===== src/rtl/fetch_unit.sv =====
// rtl/fetch_unit.sv - two-entry instruction buffer with req/gnt/rvalid memory miss path
// Optional next-line prefetch is built when FETCH_PREFETCH_EN is defined.
`timescale 1ns/1ps

module fetch_unit (
  input  logic        clk,
  input  logic        n_rst,
  input  logic        flush,
  input  logic [31:0] IA,
  output logic [31:0] ID,
  output logic        ID_valid,
  output logic        ID_fault,
  output logic        imem_req,
  output logic [31:0] imem_addr,
  input  logic        imem_gnt,
  input  logic        imem_rvalid,
  input  logic [31:0] imem_rdata,
  input  logic        imem_err
);

  typedef enum logic [1:0] {
    S_IDLE,
    S_REQ,
    S_WAIT,
    S_DROP
  } state_t;

  state_t      state_q, state_d;
  logic [31:0] addr_q, addr_d;
  logic        drop_q, drop_d;
  logic        vp_q;
  logic [1:0]  valid_q;
  logic [29:0] tag_q   [0:1];
  logic [31:0] data_q  [0:1];
  logic [1:0]  fault_q;

  logic [29:0] ia_tag;
  logic        hit0, hit1, hit, hit_idx;
  logic        fill_en, fill_idx;
  logic        pf_go;
  logic [29:0] pf_tag;
  logic        ia_lsb_unused;

  assign ia_tag        = IA[31:2];
  assign ia_lsb_unused = ^IA[1:0];

  assign hit0    = valid_q[0] && (tag_q[0] == ia_tag);
  assign hit1    = valid_q[1] && (tag_q[1] == ia_tag);
  assign hit     = hit0 || hit1;
  assign hit_idx = hit0 ? 1'b0 : 1'b1;

  assign ID_valid = hit;
  assign ID_fault = hit && fault_q[hit_idx];
  assign ID       = (hit && !fault_q[hit_idx]) ? data_q[hit_idx] : 32'h0;

  // Never evict the entry the datapath is currently reading from.
  assign fill_idx = (valid_q[vp_q] && (tag_q[vp_q] == ia_tag)) ? ~vp_q : vp_q;

`ifdef FETCH_PREFETCH_EN
  logic pf_present;
  // Bit 31 is carried through untouched so a prefetch never leaves its privilege half.
  assign pf_tag     = {IA[31], IA[30:2] + 29'd1};
  assign pf_present = (valid_q[0] && (tag_q[0] == pf_tag)) ||
                      (valid_q[1] && (tag_q[1] == pf_tag));
  assign pf_go      = hit && !pf_present && (IA[30:2] != 29'h1FFF_FFFF);
`else
  assign pf_tag = 30'h0;
  assign pf_go  = 1'b0;
`endif

  assign imem_req  = (state_q == S_REQ);
  assign imem_addr = addr_q;

  always_comb begin
    state_d = state_q;
    addr_d  = addr_q;
    drop_d  = drop_q;
    fill_en = 1'b0;
    case (state_q)
      S_IDLE: begin
        if (!flush) begin
          if (!hit) begin
            addr_d  = {ia_tag, 2'b00};
            drop_d  = 1'b0;
            state_d = S_REQ;
          end else if (pf_go) begin
            addr_d  = {pf_tag, 2'b00};
            drop_d  = 1'b0;
            state_d = S_REQ;
          end
        end
      end
      S_REQ: begin
        if (flush) begin
          drop_d = 1'b1;
        end
        if (imem_gnt) begin
          state_d = (drop_q || flush) ? S_DROP : S_WAIT;
        end
      end
      S_WAIT: begin
        // A flush landing with the response discards it.
        if (imem_rvalid) begin
          fill_en = !flush;
          state_d = S_IDLE;
        end else if (flush) begin
          state_d = S_DROP;
        end
      end
      S_DROP: begin
        if (imem_rvalid) begin
          state_d = S_IDLE;
        end
      end
      default: begin
        state_d = S_IDLE;
      end
    endcase
  end

  always_ff @(posedge clk or negedge n_rst) begin
    if (!n_rst) begin
      state_q <= S_IDLE;
      addr_q  <= 32'h0;
      drop_q  <= 1'b0;
    end else begin
      state_q <= state_d;
      addr_q  <= addr_d;
      drop_q  <= drop_d;
    end
  end

  always_ff @(posedge clk or negedge n_rst) begin
    if (!n_rst) begin
      vp_q      <= 1'b0;
      valid_q   <= 2'b00;
      fault_q   <= 2'b00;
      tag_q[0]  <= 30'h0;
      tag_q[1]  <= 30'h0;
      data_q[0] <= 32'h0;
      data_q[1] <= 32'h0;
    end else if (flush) begin
      valid_q <= 2'b00;
    end else if (fill_en) begin
      valid_q[fill_idx] <= 1'b1;
      tag_q[fill_idx]   <= addr_q[31:2];
      data_q[fill_idx]  <= imem_rdata;
      fault_q[fill_idx] <= imem_err;
      vp_q              <= ~vp_q;
    end
  end

endmodule


===== config.mk =====
export PLATFORM = sky130hd
export DESIGN_NAME = fetch_unit
export DESIGN_NICKNAME = d
export VERILOG_FILES = /design/src/rtl/fetch_unit.sv
export SDC_FILE = /design/constraint.sdc
export NUM_CORES = 1
export LEC_CHECK = 0
export ABC_AREA = 1
export CORE_MARGIN = 10
export CORE_UTILIZATION = 61
export CTS_BUF_LIST = sky130_fd_sc_hd__clkbuf_4 sky130_fd_sc_hd__clkbuf_8
export DETAILED_ROUTE_END_ITERATION = 7
export GPL_ROUTABILITY_DRIVEN = 0
export HOLD_SLACK_MARGIN = 0.02
export PLACE_DENSITY = 0.92
export SLEW_MARGIN = 20
export SYNTH_ARGS = -nofsm -noshare
export SYNTH_HDL_FRONTEND = slang
export SYNTH_SLANG_ARGS = --single-unit

===== constraint.sdc =====
create_clock -name clk -period 5 [get_ports clk]
set_clock_uncertainty 0.05 [all_clocks]
set_input_delay 0.5 -clock clk [delete_from_list [all_inputs] [get_ports clk]]
set_output_delay 0.5 -clock clk [all_outputs]
set_load 0.01 [all_outputs]

* Yosys cells after proc, flatten, opt, wreduce, memory -nomap -nowiden *
Cells that the tools add are included.

cells by class
  $add $sub $neg = 0
  multiply operators = 0
  div/mod/pow operators = 0
  magnitude comparators = 8
  equal/unequal tests = 12
  shift-type cells = 0
  multiplexer cells = 38
  bitwise logic cells = 7
  reduce and logical (&&, ||, !) cells = 18

operators with widths
  operator                                                               count
  32-bit two-way mux                                                     5
  30-bit two-way mux                                                     4
  30-bit == test                                                         3
  64-bit bitwise mux                                                     1
  60-bit bitwise mux                                                     1
  32-bit demux with 1-bit select                                         1
  30-bit demux with 1-bit select                                         1
  2-bit two-way mux                                                      8
  1-bit two-way mux                                                      13
  2-bit inequality test (second input constant)                          4
  2-bit one-hot mux with 4 select lines                                  1
  1-bit logical AND                                                      7
  2-bit >= comparator (second input constant)                            3
  1-bit by 2-bit < comparator with 1-bit output (second input constant)  3
  1-bit NOT with 2-bit output                                            3
  5-bit AND reduction                                                    1
  2-bit == test (second input constant)                                  2
  4-bit AND reduction                                                    1
  2-bit nonzero test                                                     2
  3-bit inequality test (second input constant)                          1
  1-bit NOT                                                              3
  3-bit AND reduction                                                    1
  2-bit bitwise mux                                                      1
  2-bit by 1-bit == test with 1-bit output (second input constant)       1
  10 further kinds                                                       12

word-level totals
  register bits = 162
  latch bits = 0
  memory bits (writable) = 0
  ROM bits = 0
  output and inout bits = 67
  memories kept = 0

* Depth between registers and ports, before layout *
  depth after elaboration = 14
  mapped depth = 17

* Worst setup path after synthesis *
OpenSTA, ideal clock, no wires.

  path kind = input-to-output
  start = in IA[20]
  end = out ID[10]
  arrival = 2.055 ns
  setup slack = 2.395 ns
  stages on the path = 12
  cell sequence = xnor2_1 > inv_1 > nor3b_1 > nand2_1 > nor2_2 > nand2_2 > and2_1 > buf_2 > inv_2 > nand2_1 > buf_2 > nor2_1

on the way
  elaborated cells on any way between the ends = 15
  classes of those cells = eq/ne: 2; mux: 7; bitwise: 1; reduce/logical: 5

RTL lines
  element                                      line    RTL
  start: declaration                           9       input logic [31:0] IA,
  30-bit == test, on equally long branches     47, 48
  1-bit logical AND, on equally long branches  47, 48
  1-bit logical OR *                           49      assign hit = hit0 || hit1;
  net ID_valid                                 11      output logic ID_valid,
  1-bit logical AND *                          54      assign ID = (hit && !fault_q[hit_idx]) ? data_q[hit_idx] : 32'h0;
  32-bit two-way mux *                         54
  end: declaration                             10      output logic [31:0] ID,

The timed path passes the listed nets; every way through them passes the cells marked *. The select of a mux whose other input is x is not followed.

* Worst setup path in the final report *
  start = in IA[20]
  end = out ID[24]

on the way
  cells in the longest elaborated chain, start to end = 8
  elaborated cells on any way between the ends = 15
  classes of those cells = eq/ne: 2; mux: 7; bitwise: 1; reduce/logical: 5

ends and longest elaborated chain
  element                                                line  RTL
  30-bit == test                                         47    assign hit0 = valid_q[0] && (tag_q[0] == ia_tag);
  1-bit logical AND                                      47
  1-bit two-way mux                                      50    assign hit_idx = hit0 ? 1'b0 : 1'b1;
  1-bit NOT with 2-bit output (not written as such)      54
  32-bit two-way mux (not written as such) (3 in a row)  54
  32-bit two-way mux *                                   54

Mark *: on every way between the ends. The rest lies on a longest branch, timed or not. The select of a mux whose other input is x is not followed.

==> impl_results.md <==
- Outcome: finished clean
- Post-synthesis cell area: 9420 µm²
- Cells after synthesis: 1,387
- FF/Latch Area: 4050 µm²
- Initial Util: 0.622
- Clock transition at path regs: 0.08 ns
- Largest net degree at the start of global routing: 90
- H-tree levels: 4
- Area delta synth->final: 17.7%
- Post-synthesis mux area share: 0
- Clk Latency, worst-skew pair: 0.47 ns
- Final critical-path required period: 3.87 ns
- Finished Cell Area: 11,100 µm²
- Compound-cell area share of the yosys netlist: 0.0135
- Via count: 9,852
- PD cells: 502 nW/µm²
- Crit Path Category: in -> out
- Area occupied by multi-input gates: 4560 µm²
- Antenna violations before repair: 0
- Detail Placement HPWL: 18,100 µm
- Slew HR: 0.375
- Largest family of logic cells by synthesized area: simple AND/OR/NAND/NOR gates
- DRC violations left: 0
- DR vias/cell: 5.87
- Ant diodes: 0
- Post-Synth Adder-Cell Area: 0
- Critical Path RT: 4.45 ns
- Yosys warns: 0
- TritonCTS clock tree: built
- VDD IR max: 0.491 mV
- First-pass GRT wire length: 45,200 µm
- Initial drt markers: 1,210
- Total gr overflow: 0
- Worst Path Max Fanout: 32
- Yosys cell types: 30
- Layout cell share with drive strength beyond 1: 0.0443
- IO Port Bufs: 132
- Final Hold Vio Count: 0
- Die Ht: 144 µm
- Global Route Usage Sum: 0.268
- Nets: 1,549
- Max Fclk: 0.258 GHz
- Crit path capture type: output pin
- Vias in the first global route: 9,416
- Pins Over Slew Limit: 0
- Final setup viols: 0
- Simple-gate share of the synthesized area: 0.453
- # clock sinks: 162
- CORE AREA: 15,100 µm²
- Worst-case clock buffer depth: 2
- Routed len/inst: 16.5 µm
- Placed inst area: 10,700 µm²
- Root buf cell: clkbuf_8
- Yosys reg bits: 162
- Final TNS setup: 0 ns
- Seq/Total Area, Yosys: 0.430
- Worst slew pin tran: 0.938 ns
- WL final: 27,700 µm
- Final Cycle Share: 0.774
- Pre-antenna DRT Iters: 5
- Leakage dissipation: 5.82 nW
- Critical Path Start Type: input port
- Worst hold path type: reg -> reg
- Rows: 45
- Final ANT Viol Nets: 0
- Synthesized area per cell: 6.79 µm²
- Post-Synth XOR/XNOR Area: 0.0149
- RSZ-0062 raised after global routing: no
- Die area: 20,800 µm²
- Die Width: 144 µm
- CTS Buf Count: 17
- Minimum hold slack: 0.426 ns
- Max-cap violation count: 0
- IO Pins: 137
- Fill count: 1,165
- Worst Path Arrival: 3.32 ns
-- routing by layer --
metal / vias to the layer above / share of wire / global-route usage
met3: 112 / 0.11 / 0.0636
met4: 0 / 0.042 / 0.129
li1: 4595 / - / -
met5: - / 0 / 0
met2: 615 / 0.47 / 0.435
met1: 4530 / 0.39 / 0.330
-- cells in the final DEF (no fill, tap or decap), types with 4 or more instances in the layout --
master	instances
nand2_1	661
dfrtp_1	162
nand3_1	137
clkdlybuf4s50_1	131
nand4_1	102
inv_1	101
nor2_1	73
clkbuf_8	19
buf_4	19
xnor2_1	13
o22ai_1	10
o21ai_0	8
nand3b_1	7
inv_2	5
nor3_1	4
clkinv_2	4
-- cells by family (layout without fill, tap and decap cells) --
family                 count (synthesis)  count (layout)
buffers and inverters                186             289
other                                  1               2
XOR/XNOR                              16              16
flip-flops                           162             162
AO/OA/AOI/OAI                         22              22
AND/OR/NAND/NOR                     1000            1000
-- synth_stat cells --
library cell	n	area, µm²
nor2_1	74	278
buf_4	14	105
nand4_1	102	638
o22ai_1	10	62.6
xor2_1	3	26.3
nand3b_1	7	52.6
nand2_2	1	6.26
inv_1	101	379
buf_2	17	85.1
nor3b_1	2	15.0
xnor2_1	13	114
conb_1	1	3.75
nand3_1	138	691
o211ai_1	1	7.51
o21a_1	1	7.51
nand2_1	662	2480
and2_1	3	18.8
nand3_2	2	20.0
nor4_1	1	6.26
clkbuf_1	29	109
nor2_2	2	12.5
nor3_1	4	20.0
inv_2	5	18.8
nand2_8	1	20.0
buf_1	13	48.8
and3_1	1	6.26
a21oi_1	2	10.0
buf_6	7	78.8
o21ai_0	8	40.0
dfrtp_1	162	4050
-- final timing paths --
| check | startpoint | end | slack [ns] | depth (start not counted) |
|---|---|---|---|---|
| setup / recovery | IA[20] | ID[24] | 1.13 | 13 |
| hold / removal | data_q[49] | data_q[49] | 0.43 | 2 |
| setup reg to reg | vp_q | tag_q[19] | 1.25 | 13 |
| hold reg to reg | data_q[49] | data_q[49] | 0.43 | 2 |
| max in group asynchronous | n_rst | data_q[3] | 3.28 | 3 |
| min in group asynchronous | n_rst | imem_addr[22] | 0.48 | 2 |
-- layout make-up --
cell class                 count  area share
clock buffer                  22      0.0256
tap                          188      0.0212
timing repair buffer         152       0.133
clock inverter                 9     0.00756
multi-input combinational   1040       0.411
sequential                   162       0.366
inverter                     106      0.0359
-- what timing repair did --
action / 4_1_cts / 5_1_grt
hold buffers: 1 / 0
resized for setup: 0 / 0
endpoints found under the hold margin: 53 / 0
buffers inserted: 0 / 0
endpoints found under the setup margin: 0 / 0
-- sequential cells by signal, indices dropped and copies added, names as in the netlist --
register,flops
data_q,64
tag_q,60
imem_addr,30
fault_q,2
state_q,2
valid_q,2
drop_q,1
vp_q,1
-- report_power, final --
part	switching (mW)	leakage, nW	internal (mW)
clock	0.487	0.193	0.432
sequential	0.465	2.08	1.86
combinational	1.46	3.54	0.867
total	2.41	5.82	3.16
-- metrics by stage --
step | util | instances | power [mW] | setup slack [ns]
after global placement | 0.707 | 1647 | 4.50 | 1.18
after global routing | 0.732 | 1679 | 5.98 | 0.933
after detailed placement | 0.707 | 1647 | 4.61 | 1.16
after floorplan | - | 1388 | 3.85 | 2.40
final | 0.732 | 1679 | 5.57 | 1.13
after CTS | 0.732 | 1679 | 5.53 | 1.14
-- worst max-delay path, cell delays in order --
cell and delay [ns]:
clkdlybuf4s50_1 0.51, xnor2_1 0.29, inv_1 0.07, nor3b_1 0.23, nand2_1 0.09, nor2_2 0.18, nand2_2 0.17, and2_1 0.21
inv_2 0.07, nand2_1 0.05, buf_4 0.22, nor2_1 0.14, clkdlybuf4s50_1 0.56
Note: power is estimated with default switching activity, not from simulation.
==> edit 1 (same flow settings) <==
Re-encode `state_t` (4 states) as one-hot, 4 bits wide.
--- a/src/rtl/fetch_unit.sv
+++ b/src/rtl/fetch_unit.sv
@@ -19,9 +19,9 @@
 );
 
-  typedef enum logic [1:0] {
-    S_IDLE,
-    S_REQ,
-    S_WAIT,
-    S_DROP
+  typedef enum logic [3:0] {
+    S_IDLE = 4'b0001,
+    S_REQ  = 4'b0010,
+    S_WAIT = 4'b0100,
+    S_DROP = 4'b1000
   } state_t;
 
Function: no difference found for any inputs over 4 cycles, from zero or initial values and one cycle with n_rst low; so few cycles prove little.
==> edit 1 against the unedited design <==
Count of clock-buffer cells in the layout unchanged. Worst setup slack worse by 0.41 ns. Routed wire length is essentially flat. Sequential cell count rose by 2. Sequential power fell by 17%. Cell area increased by 0.36%. Combinational power is 39% lower. Area after synthesis up 0.56%. Power is 23% lower. Critical endpoint is now tag_q[29].
==> edit 1: results (changes against the unedited design) <==
Status:
- The flow ran to the end, and the final reports show no timing, DRC or antenna violations.

Worst setup path:
- The largest stage delay on the critical path was 1.07 ns (+0.51 ns).
- The arrival time of data at the critical path endpoint is 4.59 ns (+1.27 ns).
- Tracing the worst setup path back leads to its startpoint at vp_q.
- The slowest stage of the critical path is the dfrtp_1 cell.
- The maximum fanout count along the critical path is 64 (+100%).
- On the critical path the largest part of the delay comes from simple AND/OR/NAND/NOR gates.

Global routing:
- The largest net degree at the start of global routing is 97 (+7.8%).
- The number of global-route vias before repair is 9167 (-2.6%).
- The first-pass GRT wire length is 44.4 mm (-1.7%).

Logic synthesis:
- The compound-gate portion of the synthesized area is 0.0256 (+0.0121).
- In the post-synthesis netlist, the biggest area contributors are dfrtp_1 43%, nand2_1 27%, nand3_1 5.3%.
- Counting instances in the post-synthesis netlist gives the leading cell types as 682 x nand2_1, 163 x dfrtp_1, 128 x inv_1.
- The synthesized area divided by synthesized cell count was 6.78 um^2 (-0.16%).

Power and ir drop:
- The cell leakage power is 5.80 nW (-0.34%).
- The internal power contribution is 0.00263 W (-17%).
- The highest ir drop seen on vdd is 0.321 mV (-35%).

Finish:
- The layout buffering overhead excluding clock cells came to 0.129 (-0.00408).
- The count of plain and timing-repair buffers in the layout is 147 (-3.3%).
- The share of final layout cell area taken by clock buffers and inverters was 0.0335 (+0.000330).
- The fraction of area in registers came to 0.369 (+0.00329).
- The area of the multi-input gates came to 4500 um^2 (-1.4%).
- The number of signal-net inverters in the final layout is 129 (+22%).

Routing:
- The starting DRC count in detailed routing is 1211 (+0.083%).
- The ratio of routed vias to standard cells is 5.75 (-2.1%).
- The final routed wire length divided by cell count is 16.4 um (-0.75%).

Place:
- The half-perimeter wire length after placement is 18.4 mm (+2.0%).
- The count of placed standard cells including taps was 1662 (+0.91%).

Clocking:
- The total number of clock tree sinks was 164 (+1.2%).
## edit 1: cell count changes in the layout (fill, tap and decap cells not counted), moves of 5 or more
cell,before,now
nor3_1,4,10
o21ai_0,8,38
nand3_1,137,99
xnor2_1,13,4
nand3b_1,7,0
or2_2,0,5
xor2_1,3,11
o22ai_1,10,2
inv_1,101,128
nand3_2,3,14
inv_2,5,0
nand4_1,102,75
nand2_1,661,681
## edit 1: metal layers
metal	GRT usage	routed length, um	vias up
li1	-	-	4547
met1	0.328	10600	4524
met2	0.434	13200	562
met3	0.0587	2880	88
met4	0.128	999	0
met5	0	0	-
## edit 1: worst paths after layout
kind	slack (ns)	cells past startpoint	end
setup / recovery	0.72	16	tag_q[29]
hold / removal	0.03	1	imem_addr[16]
setup reg to reg	0.72	16	tag_q[29]
hold reg to reg	0.43	2	data_q[38]
max in group asynchronous	3.65	2	tag_q[5]
min in group clk	0.43	2	data_q[38]
==> edit 2 (same flow settings) <==
Made on the original files. Add a define of `FETCH_PREFETCH_EN`.
--- a/src/rtl/fetch_unit.sv
+++ b/src/rtl/fetch_unit.sv
@@ -2,4 +2,6 @@
 // Optional next-line prefetch is built when FETCH_PREFETCH_EN is defined.
 `timescale 1ns/1ps
+
+`define FETCH_PREFETCH_EN
 
 module fetch_unit (
Behaviour: not the same (a bounded check fails within 10 cycles, from zero or initial values and one cycle with n_rst low).
==> edit 2 against the unedited design <==
The run now ends with DRC left. Sequential cell count did not move. Power increased by 6.2%. Combinational power up 12%. Worst setup slack got worse by 0.80 ns. Cell area is 16% higher. Clock power increased by 8.7%. Area after synthesis up 18%. Routed wire length rose by 30%. Largest power group unchanged.
==> edit 2: results (changes against the unedited design) <==
Status:
- The flow ran to the end, but the final reports show violations.
- The final reports fail on DRC.

Worst setup path:
- Following the worst setup path forward leads to its endpoint at ID[13].
- The end of the worst register-to-register path is data_q[13].
- The flop-to-flop setup slack came to 1.40 ns (+0.15 ns).
- The arrival time of data at the critical path endpoint is 4.12 ns (+0.80 ns).

Routing:
- The ratio of routed vias to standard cells is 5.85 (-0.31%).
- The post-detailed-route DRC marker count came to 140 (+140).
- The starting DRC count in detailed routing came to 1909 (+58%).
- The iteration count of the initial detailed-routing pass is 8 (+3).

Place:
- The half-perimeter wire length after placement is 26.2 mm (+45%).
- The instance area after placement is 12500 um^2 (+16%).
- The post-placement setup slack came to 0.523 ns (-0.635 ns).

Finish:
- The layout filler cell count was 1411 (+21%).
- The count of sequential standard cells was 162 (unchanged).
- The final instance area is 12900 um^2 (+16%).
- The number of nets at the end of the flow was 1834 (+18%).
- The number of signal-net inverters in the final layout came to 190 (+79%).
- The multi-input gate count was 1236 (+19%).
- The share of cells above drive strength 1 was 0.0631 (+0.0188).
- The count of plain and timing-repair buffers in the layout is 156 (+2.6%).

Logic synthesis:
- The number of library cell types mapped by synthesis is 38 (+27%).
- Counting instances in the post-synthesis netlist gives the leading cell types as 608 x nand2_1, 180 x inv_1, 162 x dfrtp_1.

Power and ir drop:
- The power in the clock group is 0.000999 W (+8.7%).
- The cell leakage power is 6.30 nW (+8.4%).

Global routing:
- The largest net degree at the start of global routing is 82 (-8.9%).
- The number of global-route vias before repair came to 11300 (+20%).
- The total global-route track usage came to 0.293 (+0.0249).
- The first-pass GRT wire length is 57.3 mm (+27%).

Clocking:
- The post-CTS clock slew at the launch and capture registers of the worst setup and hold paths is 0.10 ns (+0.02 ns).
==> edit 2: changes by cell type in the layout (fill, tap and decap cells not counted), sizes merged, moves of 4 or more <==
cell,unedited run,this run
nand3,140,95
nor4,1,15
o22ai,10,0
nor2,76,120
a21oi,2,46
xor2,3,50
nor3,4,22
nand2,664,620
nand4,102,37
buf,20,24
o21ai,8,192
xnor2,13,23
inv,106,198
clkbuf,22,17
==> edit 2: worst min path at each step <==
| stage | endpoint | start | slack (ns) | cells past startpoint |
|---|---|---|---|---|
| after global routing | data_q[63] | data_q[63] | 0.46 | 2 |
| after global placement | data_q[34] | data_q[34] | 0.42 | 2 |
| after detailed placement | data_q[47] | data_q[47] | 0.42 | 2 |
| after CTS | data_q[47] | data_q[47] | 0.45 | 2 |
| after floorplan | data_q[0] | n_rst | 0.15 | 0 |
| final | fault_q[0] | fault_q[0] | 0.45 | 2 |
==> edit 2: cell families (layout without fill, tap and decap cells) <==
| family | count (synthesis) | after routing | share of synthesized area |
|---|---|---|---|
| buf+inv | 263 | 378 | 0.105 |
| xor+xnor | 73 | 73 | 0.0576 |
| simple gates | 920 | 920 | 0.357 |
| other cells | 1 | 2 | 0.000338 |
| flops | 162 | 162 | 0.365 |
| fa+ha+maj | 1 | 1 | 0.00113 |
| compound gates | 240 | 240 | 0.113 |
==> edit 2: per-stage QoR <==
step                      power [W]  instances  utilization
final                       0.00591       2005        0.719
after global routing        0.00631       2005        0.719
after CTS                   0.00583       2005        0.719
after detailed placement    0.00482       1972        0.696
after global placement      0.00469       1972        0.696
after floorplan             0.00392       1661            -
==> edit 2: layer usage <==
metal / up-vias / global-route usage / share of wire
met5: - / 0 / 0
met4: 0 / 0.152 / 0.056
met3: 209 / 0.121 / 0.14
met2: 783 / 0.449 / 0.44
met1: 5283 / 0.345 / 0.36
li1: 5453 / - / -
